===== src/rtl/mips_md_pkg.sv =====
// Shared decode constants and FSM encoding for the EX-stage multiply/divide unit.
package mips_md_pkg;

    localparam logic [5:0] OPC_RTYPE = 6'b000000;

    localparam logic [5:0] FN_MFHI  = 6'b010000;
    localparam logic [5:0] FN_MTHI  = 6'b010001;
    localparam logic [5:0] FN_MFLO  = 6'b010010;
    localparam logic [5:0] FN_MTLO  = 6'b010011;
    localparam logic [5:0] FN_MULT  = 6'b011000;
    localparam logic [5:0] FN_MULTU = 6'b011001;
    localparam logic [5:0] FN_DIV   = 6'b011010;
    localparam logic [5:0] FN_DIVU  = 6'b011011;

    typedef enum logic [1:0] {
        ST_IDLE = 2'd0,
        ST_RUN  = 2'd1,
        ST_FIX  = 2'd2
    } mdState_t;

    function automatic logic isMulDivFunct(input logic [5:0] funct);
        return funct inside {FN_MULT, FN_MULTU, FN_DIV, FN_DIVU};
    endfunction

    // Every funct that touches HI/LO or the iterative unit must wait while it is busy.
    function automatic logic isHiLoDepFunct(input logic [5:0] funct);
        return funct inside {FN_MFHI, FN_MTHI, FN_MFLO, FN_MTLO,
                             FN_MULT, FN_MULTU, FN_DIV, FN_DIVU};
    endfunction

endpackage


===== src/rtl/md_iter_step.sv =====
// One radix-2 iteration: shift-add multiply or restoring divide on a 2*WIDTH accumulator.
module md_iter_step
    import mips_md_pkg::*;
#(
    parameter int WIDTH = 32
) (
    input  logic [2*WIDTH-1:0] acc,
    input  logic [WIDTH-1:0]   operand,
    input  logic               isDiv,
    output logic [2*WIDTH-1:0] accNext,
    output logic               qBit
);

    logic [WIDTH:0] mulSum;
    logic [WIDTH:0] divPartial;
    logic [WIDTH:0] divTrial;

    always_comb begin
        mulSum     = {1'b0, acc[2*WIDTH-1:WIDTH]} + (acc[0] ? {1'b0, operand} : '0);
        divPartial = acc[2*WIDTH-1:WIDTH-1];
        divTrial   = divPartial - {1'b0, operand};
        accNext    = '0;
        qBit       = 1'b0;
        if (isDiv) begin
            // Quotient bit is returned separately; the LSB slot is left at zero for it.
            qBit    = ~divTrial[WIDTH];
            accNext = {(qBit ? divTrial[WIDTH-1:0] : divPartial[WIDTH-1:0]),
                       acc[WIDTH-2:0], 1'b0};
        end else begin
            accNext = {mulSum, acc[WIDTH-1:1]};
        end
    end

endmodule


===== src/rtl/ex_muldiv_unit.sv =====
// EX-stage iterative multiply/divide unit owning the architectural HI/LO registers.
//   state | meaning
//   IDLE  | no op in flight; accepts MULT/DIV, MT* writes allowed
//   RUN   | WIDTH radix-2 iterations on magnitudes
//   FIX   | sign correction; HI/LO written at the closing edge unless killed
module ex_muldiv_unit
    import mips_md_pkg::*;
#(
    parameter int WIDTH = 32,
    parameter int CNT_W = $clog2(WIDTH) + 1
) (
    input  logic             clk,
    input  logic             rst,
    input  logic             ex_valid,
    input  logic             ex_kill,
    input  logic [5:0]       ex_opcode,
    input  logic [5:0]       ex_funct,
    input  logic [WIDTH-1:0] op_a,
    input  logic [WIDTH-1:0] op_b,
    output logic             md_stall,
    output logic             md_busy,
    output logic             md_done,
    output logic [WIDTH-1:0] mf_data,
    output logic [WIDTH-1:0] hi_o,
    output logic [WIDTH-1:0] lo_o
);

    mdState_t           state, stateNext;
    logic [CNT_W-1:0]   iterCnt;
    logic [2*WIDTH-1:0] acc, accStep, prodFix;
    logic [WIDTH-1:0]   operand, hiReg, loReg, hiRes, loRes, absA, absB;
    logic               isDiv, negRes, negRem, divZero, qBit;
    logic               rType, signedOp, aNeg, bNeg, accept, mtWrite;

    assign rType    = (ex_opcode == OPC_RTYPE);
    assign md_busy  = (state == ST_RUN) || (state == ST_FIX);
    assign md_stall = md_busy & ex_valid & rType & isHiLoDepFunct(ex_funct);
    assign accept   = (state == ST_IDLE) & ex_valid & rType & isMulDivFunct(ex_funct)
                      & ~ex_kill & ~md_stall;
    assign mtWrite  = ex_valid & rType & ~ex_kill & ~md_stall
                      & ((ex_funct == FN_MTHI) || (ex_funct == FN_MTLO));

    assign signedOp = (ex_funct == FN_MULT) || (ex_funct == FN_DIV);
    assign aNeg     = signedOp & op_a[WIDTH-1];
    assign bNeg     = signedOp & op_b[WIDTH-1];
    assign absA     = aNeg ? -op_a : op_a;
    assign absB     = bNeg ? -op_b : op_b;

    md_iter_step #(.WIDTH(WIDTH)) u_step (
        .acc     (acc),
        .operand (operand),
        .isDiv   (isDiv),
        .accNext (accStep),
        .qBit    (qBit)
    );

    // Divide-by-zero leaves |a| in the remainder, so the normal sign fix restores op_a in HI.
    assign prodFix = negRes ? -acc : acc;
    assign hiRes   = isDiv ? (negRem ? -acc[2*WIDTH-1:WIDTH] : acc[2*WIDTH-1:WIDTH])
                           : prodFix[2*WIDTH-1:WIDTH];
    assign loRes   = isDiv ? (divZero ? '1 : (negRes ? -acc[WIDTH-1:0] : acc[WIDTH-1:0]))
                           : prodFix[WIDTH-1:0];

    always_comb begin
        stateNext = state;
        case (state)
            ST_IDLE: if (accept) stateNext = ST_RUN;
            ST_RUN:  if (iterCnt == CNT_W'(WIDTH - 1)) stateNext = ST_FIX;
            ST_FIX:  stateNext = ST_IDLE;
            default: stateNext = ST_IDLE;
        endcase
        if (ex_kill) stateNext = ST_IDLE;
    end

    always_ff @(posedge clk or posedge rst) begin
        if (rst) begin
            state   <= ST_IDLE;
            iterCnt <= '0;
            acc     <= '0;
            operand <= '0;
            isDiv   <= 1'b0;
            negRes  <= 1'b0;
            negRem  <= 1'b0;
            divZero <= 1'b0;
            hiReg   <= '0;
            loReg   <= '0;
            md_done <= 1'b0;
        end else begin
            state   <= stateNext;
            md_done <= (state == ST_FIX) && !ex_kill;
            if (accept) begin
                acc     <= {{WIDTH{1'b0}}, absA};
                operand <= absB;
                iterCnt <= '0;
                isDiv   <= ex_funct[1];
                negRes  <= aNeg ^ bNeg;
                negRem  <= aNeg;
                divZero <= ex_funct[1] && (op_b == '0);
            end else if (state == ST_RUN) begin
                acc     <= {accStep[2*WIDTH-1:1], accStep[0] | qBit};
                iterCnt <= iterCnt + CNT_W'(1);
            end
            if (state == ST_FIX && !ex_kill) begin
                hiReg <= hiRes;
                loReg <= loRes;
            end else if (mtWrite) begin
                if (ex_funct == FN_MTHI) hiReg <= op_a;
                else                     loReg <= op_a;
            end
        end
    end

    always_comb begin
        mf_data = '0;
        if (rType && ex_funct == FN_MFHI) mf_data = hiReg;
        if (rType && ex_funct == FN_MFLO) mf_data = loReg;
    end

    assign hi_o = hiReg;
    assign lo_o = loReg;

endmodule


===== config.mk =====
export PLATFORM = sky130hd
export DESIGN_NAME = ex_muldiv_unit
export DESIGN_NICKNAME = d
export VERILOG_FILES = /design/src/rtl/mips_md_pkg.sv /design/src/rtl/md_iter_step.sv /design/src/rtl/ex_muldiv_unit.sv
export SDC_FILE = /design/constraint.sdc
export NUM_CORES = 1
export LEC_CHECK = 0
export BUFFER_PORTS_ARGS = -buffer_cell sky130_fd_sc_hd__buf_2
export CORE_MARGIN = 2
export CORE_UTILIZATION = 41
export CTS_CLUSTER_SIZE = 16
export DETAILED_ROUTE_END_ITERATION = 8
export HOLD_SLACK_MARGIN = 0.05
export REMOVE_ABC_BUFFERS = 1
export SYNTH_ARGS = -nofsm -noshare
export SYNTH_HDL_FRONTEND = slang
export SYNTH_SLANG_ARGS = --single-unit

===== constraint.sdc =====
create_clock -name clk -period 5.9 [get_ports clk]
set_clock_uncertainty 0.15 [all_clocks]
set_input_delay 1.18 -clock clk [delete_from_list [all_inputs] [get_ports clk]]
set_output_delay 1.18 -clock clk [all_outputs]
set_load 0.1 [all_outputs]

Word level (Yosys, flattened, before mapping)
Cells that the tools add are included.
{"block": "totals", "reg_bits": 173, "output_inout_bits": 99}
{"block": "op_classes", "n_addsub": 8, "n_eq_ne": 14, "muxes": 28, "n_bitwise": 19, "n_reduce_logical": 19}
{"op": "$mux 32", "count": 17}
{"op": "$mux 64", "count": 4}
{"op": "$neg 32->32", "count": 4}
{"op": "$neg 64->64", "count": 1}
{"op": "$eq 6x5->1 const B", "count": 9}
{"op": "$add 32x33->33", "count": 1}
{"op": "$sub 33x32->33", "count": 1}
{"op": "$logic_not 32->1", "count": 1}
{"op": "$and 1x1->1", "count": 14}
{"op": "$mux 6", "count": 2}
{"op": "$reduce_bool 8->1", "count": 1}
{"op": "$add 6x1->6 const B", "count": 1}
{"op": "$logic_not 6->1", "count": 1}
{"op": "$mux 2", "count": 3}
{"op": "$reduce_and 2->1", "count": 3}
{"op": "$reduce_bool 2->1", "count": 3}
{"op": "$logic_and 1x1->1", "count": 4}
{"op": "$pmux 2 s2", "count": 1}
{"op": "$reduce_bool 4->1", "count": 1}
{"op": "$logic_or 1x1->1", "count": 3}
{"op": "$ne 3x2->1 const B", "count": 1}
{"op": "$ne 3x3->1 const B", "count": 1}
{"op": "$not 1->1", "count": 3}
{"op": "$eq 2x1->1 const B", "count": 1}
{"op": "7 further kinds", "count": 7}

Longest topological paths before layout
Gate-level depths: netlist (run 1).
{"block": "logic_depth", "ltp_word": 10, "depth_mapped": 15}

Modules after synthesis
From an unflattened synthesis (run 1), not the netlist that was laid out.
{"block": "hier_totals", "cells_unflattened": 2010, "hier_area_um2": 15980.3}
{"module": "ex_muldiv_unit", "n_inst": 1, "cells_each": 1325, "area_per_inst_um2": 11299.6}
{"module": "md_iter_step", "n_inst": 1, "cells_each": 685, "area_per_inst_um2": 4680.7}

Worst setup path before layout (run 1)
OpenSTA, ideal clock, no wires.
{"block": "synth_timing", "kind": "input to output", "from": "input port ex_funct[1]", "to": "output port mf_data[12]", "arrival_time_ps": 3391, "path_slack_ps": 1179, "stages": 4, "n_path_buf": 2, "path_cell_list": "clkbuf_1 -> buf_1 -> mux2i_1 -> nor2_1"}
{"block": "synth_via", "elab_chain_cells": 4, "word_cells_on_any_way": 6}
{"item": "start, declared", "line_no": "ex_muldiv_unit.sv:17", "source": "input logic [5:0] ex_funct,"}
{"item": "$eq 6x5->1", "line_no": "ex_muldiv_unit.sv:115", "source": "if (rType && ex_funct == FN_MFHI) mf_data = hiReg;"}
{"item": "$logic_and 1x1->1", "line_no": "ex_muldiv_unit.sv:115"}
{"item": "$mux 32", "line_no": "ex_muldiv_unit.sv:115"}
{"item": "$mux 32 (*)", "line_no": "ex_muldiv_unit.sv:116", "source": "if (rType && ex_funct == FN_MFLO) mf_data = loReg;"}
{"item": "end, declared", "line_no": "ex_muldiv_unit.sv:23", "source": "output logic [WIDTH-1:0] mf_data,"}
Every way passes the cells marked *; elsewhere a longest branch is shown, timed or not.

Worst setup path after layout (run 1)
{"block": "layout_timing", "from": "register acc[31]", "to": "register acc[53]"}
{"block": "layout_via", "elab_chain_cells": 5}
{"item": "start, declared", "line_no": "ex_muldiv_unit.sv:30", "source": "logic [2*WIDTH-1:0] acc, accStep, prodFix;"}
{"item": "start signal, assigned", "line_no": "ex_muldiv_unit.sv:92", "source": "acc <= {{WIDTH{1'b0}}, absA};"}
{"item": "start signal, assigned", "line_no": "ex_muldiv_unit.sv:100", "source": "acc <= {accStep[2*WIDTH-1:1], accStep[0] | qBit};"}
{"item": "$sub 33x32->33", "line_no": "md_iter_step.sv:21", "source": "divTrial = divPartial - {1'b0, operand};"}
{"item": "$mux 32", "line_no": "md_iter_step.sv:27", "source": "accNext = {(qBit ? divTrial[WIDTH-1:0] : divPartial[WIDTH-1:0]),"}
{"item": "$mux 64", "line_no": "md_iter_step.sv:24", "source": "if (isDiv) begin"}
{"item": "$mux 64", "line_no": "ex_muldiv_unit.sv:99", "source": "end else if (state == ST_RUN) begin"}
{"item": "$mux 64", "line_no": "ex_muldiv_unit.sv:91", "source": "if (accept) begin"}
No other way between the ends. The select of a mux whose other input is x is not followed.
A chain may end at the register's enable or synchronous reset.

==> impl_metrics.yaml, run 1 <==
outcome:
  status: "complete, no violations"
critical_path:
  startpoint_type: "register"
  path_max_fanout: 42
  worstSetupPathType: "register to register"
  cp_data_required_time_ns: 6.07
  rr_worst_depth: 14
  cp_data_arrival_time_ns: 4.41
  cp-end-kind: "register"
global_routing:
  grt_use_total_pct: 23.91
  grt_pass1_vias: 13560
  met1_usage_pct: 33.24
  met2_usage_pct: 38.65
  met3_usage_pct: 3.583
  antenna_found_initial: 0
  grt_pass1_wl_um: 73360
  grt-busiest-layer: "met2"
  grt_max_degree: 92
  overflow: 0
finish:
  n_antenna_cell: 0
  area_delta_synth_final_pct: 12.96
  fill_cells: 3549
  layout-drive-gt1-share_pct: 13.07
  instances_no_fill: 2427
  layout.nets: 2109
drt:
  routedWlPerCell_um: 18.54
  drtIter0Drc: 850
  post-route-drc-count: 0
  vias_per_cell: 5.685
  first_pass_iters: 7
  ant_nets: 0
  vias: 13800
  routed_wl_um: 45010
timing:
  rsz0062_at_grt: "false"
  finalSetupViolations: 0
  slew_violations: 0
  layout_setup_ws_ns: 1.667
  hold_viol: 0
  clock.fmax_ghz: 0.2362
  worstMarginPinSlew_ns: 1.164
  slew_headroom_pct: 22.41
  whs_ns: 0.3301
  period_share_pct: 71.75
  finalCriticalPeriod_ns: 4.233
synth:
  ys_warn_count: 0
  async_flop_share_pct: 100.0
  synth.distinct_cells: 76
  synth_top_cell_area_share_pct: 29.21
  ys_ff_latch: 173
  synthCells: 1848
  synthFlopType: "dfrtp_1"
  syn-mean-instance-area_sq_um: 8.020
  synth_top_cells_by_area: "dfrtp_1 (29%), mux2i_1 (7.8%), ha_1 (6.2%)"
  synth_top_cell_by_area: "dfrtp_1"
  seq_area_frac_synth_pct: 29.21
  synth_edf_count: 0
  synth_area_sq_mm: 0.01482
floorplan:
  die_h_um: 194.1
  die_area_sq_mm: 0.03769
  core_area_sq_mm: 0.03557
  io_pins: 179
  num_rows: 69
  initial_core_util_pct: 41.67
  die_x_um: 194.1
hold_path:
  hold_depth: 2
  holdCritPathClass: "register to register"
clocking:
  cts-htree-levels: 4
  cts_tree: "done"
  clockRootBuffer: "clkbuf_16"
  cts_sinks: 173
  cts_buffers: 17
  hold_buffers: 0
  cts_resized: 0
  cts_buffer_depth: 2
  clk_pin_slew_ns: 0.06
  cts_setup_buffers: 0
  clk_latency_ns: 0.44
placed_design:
  dp.cells: 2396
  port_buffers: 178
  place_congestion: 0.8887
  hpwl_um: 33760
  post-place-ws_ns: 1.671
pwr:
  p_per_area_mw_per_mm2: 169.6
  p_leak_nw: 7.578
  peakVddDrop_mv: 0.2013
run:
  cap_viol_max_count: 0
synthesized netlist by cell type (all sizes together) (11+ instances only):
master	count
a211oi	13
a21o	31
a21oi	101
a22oi	16
a31oi	19
a32oi	32
buf	20
clkbuf	90
dfrtp	173
ha	73
inv	66
mux2i	115
nand2	235
nand2b	18
nand3	17
nand4	12
nor2	170
nor2b	19
nor3	36
nor4	17
o211ai	39
o21a	11
o21ai	186
o31ai	25
o41ai	11
or3	22
or4	12
xnor2	78
xor2	91
report_power, final:
group	internal (mW)	switching, mW
Sequential	1.20	0.0173
Clock	0.846	0.490
Combinational	0.106	0.184
Total	2.15	0.691
cell families after synthesis:
| group | after synthesis | share of synthesized area (%) |
|---|---|---|
| DFF | 173 | 29.21 |
| AOI/OAI and AO/OA | 529 | 22.62 |
| xor gates and xnor gates | 169 | 9.986 |
| and+or+nand+nor | 603 | 18.86 |
| muxes | 123 | 8.374 |
| adders and majority gates | 75 | 6.433 |
| buffers and inverters | 176 | 4.516 |
through the flow:
step,power [mW],instance area [sq um],setup TNS [ns],util [%]
final,2.840,16740,0,47.07
after global placement,1.524,16060,0,45.14
after global routing,2.952,16740,0,47.07
after CTS,2.869,16740,0,47.07
after floorplan,1.405,14400,-20.50,-
after detailed placement,1.527,16060,0,45.14
metal layers:
| metal | vias up | part of all wire, % |
|---|---|---|
| li1 | 6835 | - |
| met1 | 6516 | 48 |
| met2 | 387 | 46 |
| met3 | 60 | 5.0 |
| met4 | 0 | 1.9 |
| met5 | - | 0 |
critical path: stages (launching register included):
cell and delay (ns):
dfrtp_1 0.41, inv_1 0.13, ha_1 0.26, fa_1 0.41, nor2b_1 0.19, o31a_1 0.21, o21ai_1 0.18, o31ai_1 0.55
a31o_2 0.34, a211oi_1 0.13, a211oi_4 0.21, buf_12 0.29, mux2i_1 0.25, nor2_1 0.06, a211o_1 0.30
path summary, 6_finish.rpt:
check	to	from	slack, ns
worst min-delay path	operand[30]	operand[30]	0.33
worst max register to register	acc[53]	acc[31]	1.67
worst max-delay path	acc[53]	acc[31]	1.67
worst min register to register	operand[30]	operand[30]	0.33
max in group asynchronous	acc[47]	rst	3.71
min in group asynchronous	md_done	rst	0.77
flip-flops by register name, indices dropped and copies added, names as in the netlist:
register,cells
acc,64
isDiv,1
iterCnt,6
state,2
negRem,1
divZero,1
negRes,1
md_done,1
operand,32
hi_o,32
lo_o,32
cells in the final DEF, fill, tap and decap left out, drive strengths merged, types with 66 or more instances in the layout:
cell type  count
nand2        235
buf          197
o21ai        186
dfrtp        173
nor2         170
mux2i        115
a21oi        101
xor2          91
xnor2         78
ha            73
inv           66
area by class of cell:
cell class                 count  area, sq um  share of cell area (%)
clock buffer                  20        446.7                   2.668
multi-input combinational   1499         9851                   58.84
tap                          461        576.8                   3.445
timing repair buffer         197         1046                   6.248
clock inverter                11        239.0                   1.427
inverter                      66        252.7                   1.510
sequential                   173         4330                   25.87
Note: power is estimated with default switching activity, not from simulation.
==> run 2, diff against run 1 <==
--- a/config.mk
+++ b/config.mk
@@ -5,6 +5,7 @@
 export SDC_FILE = /design/constraint.sdc
 export NUM_CORES = 1
 export LEC_CHECK = 0
+export ABC_AREA = 1
 export BUFFER_PORTS_ARGS = -buffer_cell sky130_fd_sc_hd__buf_2
 export CORE_MARGIN = 2
 export CORE_UTILIZATION = 41
==> constraint.sdc (replaced) <==
create_clock -name clk -period 3.6 [get_ports clk]
set_clock_uncertainty 0.15 [all_clocks]
set_input_delay 0.72 -clock clk [delete_from_list [all_inputs] [get_ports clk]]
set_output_delay 0.72 -clock clk [all_outputs]
set_load 0.1 [all_outputs]
==> run 2 against run 1 <==
Effect of this change: global-route usage is 10 points higher; utilization increased by 1.2 points; die area grew 21%; total power grew to 5.4 times the previous value; sequential power rose to 2.7 times the previous value; critical endpoint is now mf_data[29].
==> impl_metrics.yaml, run 2 <==
clocking:
  cts-htree-levels: 4
  cts_sinks: 173
  clockRootBuffer: "clkbuf_16"
  cts_buffer_depth: 2
  clk_pin_slew_ns: 0.07
  cts_tree: "done"
  clk_latency_ns: 0.48
  cts_setup_buffers: 0
  cts_resized: 0
  hold_buffers: 0
  cts_buffers: 17
global_routing:
  antenna_found_initial: 0
  grt_pass1_vias: 20340
  overflow: 0
  grt_max_degree: 54
  grt_pass1_wl_um: 116600
  grt_use_total_pct: 33.88
pwr:
  sequentialPowerShare_pct: 21.7
  power_frac_comb_pct: 65.6
  power_mw: 15.33
  p_switching_mw: 9.136
  internal_power_mw: 6.190
  switching_share_pct: 59.61
  clkPwrFrac_pct: 12.8
  peakVddDrop_mv: 0.5168
  p_per_area_mw_per_mm2: 733.3
  p_leak_nw: 11.14
finish:
  area_delta_synth_final_pct: 15.81
  fill_cells: 4732
  layout_commonest_cell: "nand2_1"
  largest_reg_flops: 64
  final_core_util_pct: 48.31
  stdcell_area_sq_mm: 0.02090
  n_antenna_cell: 0
  layout-drive-gt1-share_pct: 11.32
  layout_common_cells: "nand2_1 (929), inv_1 (481), nand3_1 (292), nor2_1 (279), dfrtp_1 (172)"
  layout.nets: 3392
  top_register: "acc"
synth:
  ys_ff_latch: 173
  syn-mean-instance-area_sq_um: 5.884
  synth_mux_area_share_pct: 0.05546
  synth_top_family_by_area: "simple AND/OR/NAND/NOR gates"
  yosys-top-cells-count: "nand2_1 (930), inv_1 (482), nand3_1 (292)"
  synth_top_cells_by_area: "dfrtp_1 (24%), nand2_1 (19%), inv_1 (10%)"
  synthSimpleGateAreaFrac_pct: 39.80
  synth_area_sq_mm: 0.01805
  synthCells: 3067
  synthFlopType: "dfrtp_1"
  synth_edf_count: 0
  yosys.area_share.adder_pct: 5.283
  synth_top_cell_by_area: "dfrtp_1"
  synth_xor_area_share_pct: 2.524
  async_flop_share_pct: 100.0
  synth_top_cell_area_share_pct: 23.99
  ys_warn_count: 0
  synth.most_common_cell: "nand2_1"
  synth_compound_area_share_pct: 15.45
  seq_area_frac_synth_pct: 23.99
  synth.distinct_cells: 56
placed_design:
  port_buffers: 178
  post-place-ws_ns: 0.2356
  dpl_cell_area_sq_mm: 0.02032
  hpwl_um: 61200
  place_congestion: 1.004
drt:
  drtIter0Drc: 1899
  routedWlPerCell_um: 19.96
  vias: 20900
  routed_wl_um: 76530
  ant_nets: 0
  post-route-drc-count: 0
  first_pass_iters: 6
  vias_per_cell: 5.451
timing:
  period_share_pct: 93.74
  finalCriticalPeriod_ns: 3.375
  slew_headroom_pct: 41.31
  slew_violations: 0
  layout_setup_ws_ns: 0.2253
  finalSetupViolations: 0
  worstMarginPinSlew_ns: 0.8804
  hold_viol: 0
  rsz0062_at_grt: "false"
  clock.fmax_ghz: 0.2963
floorplan:
  die_area_sq_mm: 0.04571
  initial_core_util_pct: 41.71
  num_rows: 76
  die_x_um: 213.8
  io_pins: 179
  die_h_um: 213.8
  core_area_sq_mm: 0.04327
critical_path:
  rr_worst_depth: 19
  slowest_stage: "o21ai_0"
  cp-endpoint: "mf_data[29]"
  startpoint: "ex_opcode[1]"
  worstSetupPathType: "input pin to output port"
  worstReg2RegEnd: "acc[36]"
  rrSetupSlack_ns: 0.45
  cp_data_arrival_time_ns: 2.50
  slowest_delay_ns: 0.37
  path_max_fanout: 30
  startpoint_type: "input pin"
  r2r-start: "acc[31]"
  cp_cell_sequence: "buf_2 > or2_1 > nor2_1 > nand2_2 > nor4_4 > nand2_1 > buf_4 > o21ai_0 > buf_12"
  cp-end-kind: "output port"
  cp_data_required_time_ns: 2.73
hold_path:
  holdCritPathClass: "input pin to asynchronous set/reset pin"
outcome:
  status: "complete, no violations"
run:
  cap_viol_max_count: 0
## run 2: changes by cell type after synthesis, sizes merged, moves of 26 or more
cell and change:
mux2i -114, buf +28, clkbuf -38, o21ai +44
nand3 +282, xor2 -57, nor2 +124, nand2 +720
a32oi -32, o22ai +35, inv +430, nor3 +26
xnor2 -60, a21o -27
## run 2: metal layers
metal  share of wire, %  track usage, %  routed length (um)
met1                 41           40.92               31320
met4                5.5           19.04                4183
met5                  0               0                   0
met2                 48           58.62               36360
met3                6.1           3.896                4672
## run 2: per-stage QoR
step	setup TNS [ns]	hold WS, ns	cells
after floorplan	-391.36	0.3020	2967
after global placement	0	0.3140	3803
after detailed placement	0	0.3201	3803
after CTS	0	0.1686	3835
after global routing	0	0.2016	3835
final	0	0.1658	3835
## run 2: cell type report
| cell class | instances | area, sq um | share of cell area (%) |
|---|---|---|---|
| inverters | 496 | 1867 | 8.932 |
| multi-input cells | 2298 | 11390 | 54.51 |
| flip-flops and latches | 173 | 4330 | 20.72 |
| clock inverters | 13 | 130.1 | 0.6226 |
| clock buffers | 19 | 452.9 | 2.167 |
| well taps | 585 | 732.0 | 3.502 |
| repair buffers | 251 | 1994 | 9.543 |
## run 2: how the worst min path moves through the flow
stage                     startpoint  endpoint
after floorplan              divZero   divZero
after global placement       divZero   divZero
after detailed placement     divZero   divZero
after CTS                        rst   lo_o[6]
after global routing             rst   lo_o[6]
final                            rst   lo_o[6]
## run 2: kinds of logic after synthesis
logic type | count (synthesis)
compound gates | 492
buf+inv | 596
fa+ha+maj | 75
xor+xnor | 52
simple gates | 1678
flops | 173
mux | 1
## run 2: power by group through the flow
stage / registers [mW] / logic (mW) / clock network [mW]
after floorplan: 5.57 / 4.74 / 0
after global placement: 3.32 / 9.87 / 0
after detailed placement: 3.33 / 9.93 / 0
after CTS: 3.30 / 9.95 / 1.98
after global routing: 3.39 / 10.9 / 2.04
final: 3.32 / 10.0 / 1.96
## run 2: worst max-delay path: cells and delay by family
| kind | cells | cell delay [ns] |
|---|---|---|
| buffers and inverters | 3 | 0.57 |
| AO/OA/AOI/OAI | 1 | 0.37 |
| AND/OR/NAND/NOR | 5 | 0.79 |
